==> src/rtl/branch_predict_ctrl.sv <==
// Pattern history table sequencing: gshare index, one-slot lookup/train tracking,
// mispredict/flush history repair and saturating stats. Define BP_GHR_EN for gshare.
module branch_predict_ctrl #(
  parameter int IWIDTH = 6,
  parameter int HWIDTH = 6,
  parameter int PC_LSB = 2,
  parameter int SWIDTH = 16
) (
  input  logic              clk,
  input  logic              reset,
  input  logic              stall,
  input  logic              flush_req,
  input  logic              f_is_branch,
  input  logic [31:0]       f_pc,
  input  logic              f_backward,
  input  logic              d_resolved,
  input  logic              d_taken,
  input  logic              pht_pred,
  output logic              pht_en,
  output logic              pht_do_lookup,
  output logic              pht_do_update,
  output logic              pht_last_taken,
  output logic              pht_fallback,
  output logic [IWIDTH-1:0] pht_index,
  output logic              pred_taken,
  output logic              mispredict,
  output logic [HWIDTH-1:0] ghr,
  output logic [SWIDTH-1:0] n_branch,
  output logic [SWIDTH-1:0] n_miss
);

  typedef enum logic {RUN = 1'b0, RECOVER = 1'b1} state_t;

  state_t            state_q, state_d;
  logic              valid_q, valid_d;
  logic              pred_q, pred_d;
  logic [SWIDTH-1:0] n_branch_q, n_branch_d;
  logic [SWIDTH-1:0] n_miss_q, n_miss_d;
  logic              adv;
  logic [IWIDTH-1:0] pc_bits;
  logic              unused_pc;

  assign adv            = !reset && !stall && !flush_req;
  assign pc_bits        = f_pc[PC_LSB +: IWIDTH];
  assign unused_pc      = ^f_pc;
  assign pht_en         = !stall && !reset;
  assign pht_fallback   = f_backward;
  assign pht_do_lookup  = !reset && f_is_branch && (state_q == RUN) && !flush_req;
  assign pred_taken     = pht_do_lookup && pht_pred;
  assign pht_do_update  = !reset && d_resolved && valid_q && !flush_req;
  assign pht_last_taken = d_taken;
  assign mispredict     = pht_do_update && (d_taken != pred_q);
  assign n_branch       = n_branch_q;
  assign n_miss         = n_miss_q;

  always_comb begin
    state_d    = state_q;
    valid_d    = valid_q;
    pred_d     = pred_q;
    n_branch_d = n_branch_q;
    n_miss_d   = n_miss_q;
    if (flush_req) begin
      state_d = RUN;
      valid_d = 1'b0;
    end else if (adv) begin
      state_d = mispredict ? RECOVER : RUN;
      valid_d = pht_do_lookup;
      if (pht_do_lookup) pred_d = pred_taken;
      if (pht_do_update && (n_branch_q != {SWIDTH{1'b1}})) n_branch_d = n_branch_q + 1'b1;
      if (mispredict && (n_miss_q != {SWIDTH{1'b1}})) n_miss_d = n_miss_q + 1'b1;
    end
  end

  always_ff @(posedge clk or posedge reset) begin
    if (reset) begin
      state_q    <= RUN;
      valid_q    <= 1'b0;
      pred_q     <= 1'b0;
      n_branch_q <= '0;
      n_miss_q   <= '0;
    end else begin
      state_q    <= state_d;
      valid_q    <= valid_d;
      pred_q     <= pred_d;
      n_branch_q <= n_branch_d;
      n_miss_q   <= n_miss_d;
    end
  end

`ifdef BP_GHR_EN
  logic [HWIDTH-1:0] ghr_q, ghr_d;
  logic [HWIDTH-1:0] ckpt_q, ckpt_d;

  assign ghr       = ghr_q;
  assign pht_index = pc_bits ^ IWIDTH'(ghr_q);

  // Repair restarts from the history seen by the mispredicted branch, not the current one.
  always_comb begin
    ghr_d  = ghr_q;
    ckpt_d = ckpt_q;
    if (flush_req) begin
      if (valid_q) ghr_d = ckpt_q;
    end else if (adv) begin
      if (mispredict) ghr_d = HWIDTH'({ckpt_q, d_taken});
      else if (pht_do_lookup) ghr_d = HWIDTH'({ghr_q, pred_taken});
      if (pht_do_lookup) ckpt_d = ghr_q;
    end
  end

  always_ff @(posedge clk or posedge reset) begin
    if (reset) begin
      ghr_q  <= '0;
      ckpt_q <= '0;
    end else begin
      ghr_q  <= ghr_d;
      ckpt_q <= ckpt_d;
    end
  end
`else
  assign ghr       = '0;
  assign pht_index = pc_bits;
`endif

endmodule

==> config.mk <==
export PLATFORM = sky130hd
export DESIGN_NAME = branch_predict_ctrl
export DESIGN_NICKNAME = d
export VERILOG_FILES = /design/src/rtl/branch_predict_ctrl.sv
export SDC_FILE = /design/constraint.sdc
export NUM_CORES = 1
export LEC_CHECK = 0
export ABC_CLOCK_PERIOD_IN_PS = 2600
export CAP_MARGIN = 20
export CORE_ASPECT_RATIO = 1.4
export CORE_MARGIN = 2
export CORE_UTILIZATION = 30
export CTS_BUF_LIST = sky130_fd_sc_hd__clkbuf_8
export CTS_CLUSTER_SIZE = 20
export DETAILED_ROUTE_END_ITERATION = 12
export PLACE_DENSITY_LB_ADDON = 0.15
export RECOVER_POWER = 100
export SLEW_MARGIN = 20
export SYNTH_ARGS = -nofsm -noshare
export SYNTH_HDL_FRONTEND = slang
export SYNTH_SLANG_ARGS = --single-unit
==> constraint.sdc <==
create_clock -name clk -period 2.6 [get_ports clk]
set_input_delay 0.65 -clock clk [delete_from_list [all_inputs] [get_ports clk]]
set_output_delay 0.65 -clock clk [all_outputs]
set_load 0.005 [all_outputs]
# --- Yosys cells after proc, flatten, opt, wreduce, memory -nomap -nowiden ---
# Cells that the tools add are included.
totals:
  reg_bits: 35
  latch_bits: 0
  mem_bits_rw: 0
  mem_bits_ro: 0
  input_bits: 41
  output_inout_bits: 51
  memories: 0
op_classes:
  addsub: 2
  n_mul: 0
  n_div: 0
  order_cmp: 0
  eq_ne: 3
  shifts: 0
  muxes: 5
  bitwise_logic: 2
  reduce_logical: 19
op_table:
  columns: ["cell", "count"]
  rows:
  - ["$add 16x1->16 const B", 2]
  - ["$ne 16x16->1 const B", 2]
  - ["$logic_and 1x1->1", 12]
  - ["$reduce_and 3->1", 3]
  - ["$mux 1", 5]
  - ["$logic_not 1->1", 3]
  - ["$not 1->1", 2]
  - ["$reduce_bool 2->1", 1]
  - ["$ne 1x1->1", 1]

# --- Longest topological paths before layout ---
logic_depth:
  depth_word: 8
  mapped_depth: 6

# --- Least setup slack after synthesis ---
# OpenSTA, ideal clock, no wires.
synth_path:
  path_type: "input port to output port"
  start: "input flush_req"
  end: "output pred_taken"
  arrival_time_ns: 1.316
  setup_slack_ns: 0.634
  path_stages: 2
  path_buffers: 0
  path_cell_list: "nor4b_1 -> and2_1"
synth_between:
  elab_chain_cells: 3
synth_rtl:
  columns: ["element", "line", "rtl"]
  rows:
  - ["from (decl)", "12", "input logic flush_req,"]
  - ["$logic_not 1->1", "48", "assign pht_do_lookup = !reset && f_is_branch && (state_q == RUN) && !flush_req;"]
  - ["$logic_and 1x1->1", "48", null]
  - ["$logic_and 1x1->1", "49", "assign pred_taken = pht_do_lookup && pht_pred;"]
  - ["to (decl)", "25", "output logic pred_taken,"]
# No other way between the ends.

# --- Worst setup path in the final report ---
layout_path:
  start: "input reset"
  end: "output mispredict"
layout_between:
  elab_chain_cells: 5
layout_rtl:
  columns: ["element", "line", "rtl"]
  rows:
  - ["from (decl)", "10", "input logic reset,"]
  - ["$logic_not 1->1 (no source line)", null, null]
  - ["$logic_and 1x1->1 (3 in a row)", "50", "assign pht_do_update = !reset && d_resolved && valid_q && !flush_req;"]
  - ["$logic_and 1x1->1", "52", "assign mispredict = pht_do_update && (d_taken != pred_q);"]
  - ["to (decl)", "26", "output logic mispredict,"]
# No other way between the ends.

==> out/summary.log <==
qor: floorplanning.rows 34
qor: layout.multi_input_comb_area 911 sq um
qor: routing.detail_route.drc_violations 0
qor: layout.nets 287
qor: global_route.first_global_vias 1601
qor: routing.dr_total_vias 1564
qor: synth.yosys.cell_types.count 38
qor: sta.setup_repair_after_global_routing_missed_its_margin false
qor: layout.finalNonFillerCells 317
qor: layout.filler_cell_count 634
qor: hold_path.hold_path_class flop to flop
qor: sta.fmax 396 MHz
qor: place.placement.setup.worst_slack -237 ps
qor: clock_network.cts_tree yes
qor: sta.setup_slack 72.8 ps
qor: critical_path.worst-path-max-fanout 3
qor: clock_network.cts_htree_levels 2
qor: layout.most-common-layout-cells 35 x sky130_fd_sc_hd__dfrtp_1, 33 x sky130_fd_sc_hd__dlygate4sd3_1, 20 x sky130_fd_sc_hd__xnor2_1
qor: routing.route.final.wire_length 4680 microns
qor: clock_network.cts_max_path_buffers 2
qor: global_route.grt_pass1_wl 7770 microns
qor: global_route.grt_antenna_before_repair 0
qor: place.io_buffers 45
qor: global_route.largest_net_degree_at_the_start_of_global_routing 28
qor: clock_network.clkLatencyLatePin 280 ps
qor: global_route.grt_use_total 14.0%
qor: layout.drive_above_1_share 13.9%
qor: clock_network.path_clk_slew 70 ps
qor: routing.first_iter_violations 27
qor: hold_path.hold_path_depth 1
qor: clock_network.clkSinkCount 35
qor: floorplanning.area_inside_the_core_boundary 6170 sq um
qor: power_and_ir_drop.powerDensity 436 nW/um^2
qor: floorplanning.die-area 6970 sq um
qor: critical_path.reg2regPathDepth 12
qor: synth.syn_area 1890 sq um
qor: synth.synth_sequential_area_ratio 46.3%
qor: place.dp.cells 301
qor: hold_path.hold_path_startpoint n_miss[15]
qor: critical_path.criticalPathCategory input pin to output port
qor: power_and_ir_drop.irDropWorstVdd 217 uV
qor: synth.syn_warnings 0
qor: place.place.gp.congestion 0.724
qor: floorplanning.initial_core_util 30.7%
qor: layout.finalCoreUtilization 42.1%
qor: critical_path.reg2reg_from pred_q
qor: power_and_ir_drop.leakage 1.25 nW
qor: clock_network.cts-root-buf sky130_fd_sc_hd__clkbuf_8
qor: run_status.result_of_the_run finished, final reports clean
qor: sta.post-route-period-util 97.2%
qor: synth.synth_seq_cells 35
qor: routing.routed_vias_inst 4.93
qor: critical_path.end_kind output port
qor: floorplanning.horizontal_die_dimension 71.1 microns
qor: global_route.globalRouteOverflowTotal 0
qor: sta.final-setup-viol-count 0
qor: critical_path.reg2reg_setup_slack 340 ps
qor: sta.finalMaxSlewViolations 0
qor: floorplanning.die_y 98.0 microns
qor: layout.area.sequential 876 sq um
qor: sta.maxSlewHeadroom 13.6%
qor: critical_path.start_kind input pin
qor: floorplanning.pin_count 92
qor: routing.dr.pass1.iters 4
qor: routing.wire_per_inst 14.8 microns
qor: place.detailed_place_hpwl 3520 microns
qor: layout.mostFrequentLayoutCell sky130_fd_sc_hd__dfrtp_1
qor: critical_path.cp.required 1950 ps
qor: sta.period_minus_slack 2530 ps
qor: routing.ant_nets 0
qor: hold_path.hold_path_end n_miss[15]
qor: sta.worstMarginPinSlew 1290 ps
qor: synth.gate_count_post_synth 181
qor: sta.clock_skew 5.30 ps
qor: synth.syn-mean-instance-area 10.5 sq um
qor: critical_path.arrival 1880 ps
qor: critical_path.startpoint reset
qor: critical_path.critical_path.reg2reg.endpoint n_miss[1]
qor: sta.final_hold_viol_count 0
qor: job.max_cap_violations 0
qor: layout.insertedDiodeCount 0
qor: layout.p_r_area_growth_vs_syn 37.1%
qor: clock_network.cts_made_buffers 5
flip-flops by register name (all words and copies together) (netlist names):
signal    count
n_branch     16
n_miss       16
pred_q        1
valid_q       1
state_q       1
how the worst max path moves through the flow:
stage / endpoint / slack [ps] / cells past startpoint
floorplan: pred_taken / 630 / 2
global placement: pred_taken / -220 / 5
detailed placement: pred_taken / -240 / 5
CTS: pht_do_lookup / 30 / 4
global route: mispredict / 20 / 6
finish: mispredict / 70 / 6
synthesized netlist by cell type, drive strengths merged:
| cell type | count | area share (%) |
|---|---|---|
| nor3b | 1 | 0.40 |
| clkbuf | 2 | 0.40 |
| dfrtp | 35 | 46 |
| nor3 | 4 | 1.1 |
| inv | 5 | 0.99 |
| and3 | 6 | 2.0 |
| xor2 | 10 | 4.6 |
| or2 | 1 | 0.33 |
| conb | 1 | 0.20 |
| o21a | 1 | 0.40 |
| nand2b | 1 | 0.33 |
| nor2 | 5 | 0.99 |
| ha | 2 | 1.3 |
| nand4 | 15 | 5.0 |
| xnor2 | 20 | 9.3 |
| and4b | 1 | 0.53 |
| mux2 | 4 | 2.6 |
| nor4b | 2 | 0.93 |
| and2 | 3 | 1.1 |
| nor4 | 7 | 2.6 |
| nor4bb | 1 | 0.53 |
| or3 | 1 | 0.40 |
| or4 | 1 | 0.40 |
| nand2 | 9 | 1.8 |
| o21ai | 3 | 0.79 |
| o211ai | 1 | 0.40 |
| a21oi | 1 | 0.26 |
| and4 | 6 | 2.8 |
| nand3 | 15 | 4.0 |
| nand4bb | 1 | 0.86 |
| buf | 16 | 6.4 |
what timing repair did:
action,4_1_cts,5_1_grt
gates resized for setup,9,2
endpoints found under the hold margin,0,0
buffers inserted,8,0
pin swaps,2,0
setup endpoints to repair,5,1
hold buffers,0,0
per-stage QoR:
step | hold slack, ps | TNS [ps] | total power, W | cell area, sq um
3_5_place_dp | 490 | -757 | 0.000686 | 2460
4_1_cts | 505 | 0 | 0.00116 | 2630
2_1_floorplan | 484 | 0 | 0.000636 | 1910
3_3_place_gp | 503 | -723 | 0.000685 | 2460
5_1_grt | 524 | 0 | 0.00119 | 2590
6_report | 498 | 0 | 0.00113 | 2590
final cells by class:
cell class                      instances  share of cell area [%]
Multi-Input combinational cell        128                    35.1
Clock buffer                            7                    3.71
Timing Repair Buffer                   69                    23.1
Tap cell                               72                    3.47
Inverter                                5                   0.723
Sequential cell                        35                    33.8
Clock inverter                          1                   0.145
per-layer routing:
layer,up-vias,track usage (%),share of wire [%]
li1,755,-,-
met1,755,16.4,42
met2,47,25.0,53
met3,7,3.30,4.0
met4,0,4.35,1.1
met5,-,0,0
critical path: stages:
cell and delay, ps:
sky130_fd_sc_hd__dlygate4sd2_1 280, sky130_fd_sc_hd__nand4bb_4 250, sky130_fd_sc_hd__inv_2 80, sky130_fd_sc_hd__nand2_2 70, sky130_fd_sc_hd__inv_1 60, sky130_fd_sc_hd__clkdlybuf4s50_1 490
where the power goes:
group          leakage [nW]  switching (W)  internal [W]
sequential            0.480      0.0000170      0.000557
combinational         0.716      0.0000517     0.0000814
clock                0.0557       0.000186      0.000238
total                  1.25       0.000255      0.000876
cell families (layout without fill, tap and decap cells):
family | count (synthesis) | in the layout | synth area share (%)
AOI/OAI and AO/OA | 6 | 6 | 1.85
xor gates and xnor gates | 30 | 30 | 13.9
adders and majority gates | 2 | 2 | 1.32
buffers and inverters | 23 | 82 | 7.80
DFF | 35 | 35 | 46.3
muxes | 4 | 4 | 2.58
other | 1 | 6 | 0.198
and+or+nand+nor | 80 | 80 | 26.1
(Power assumes the default switching activity.)
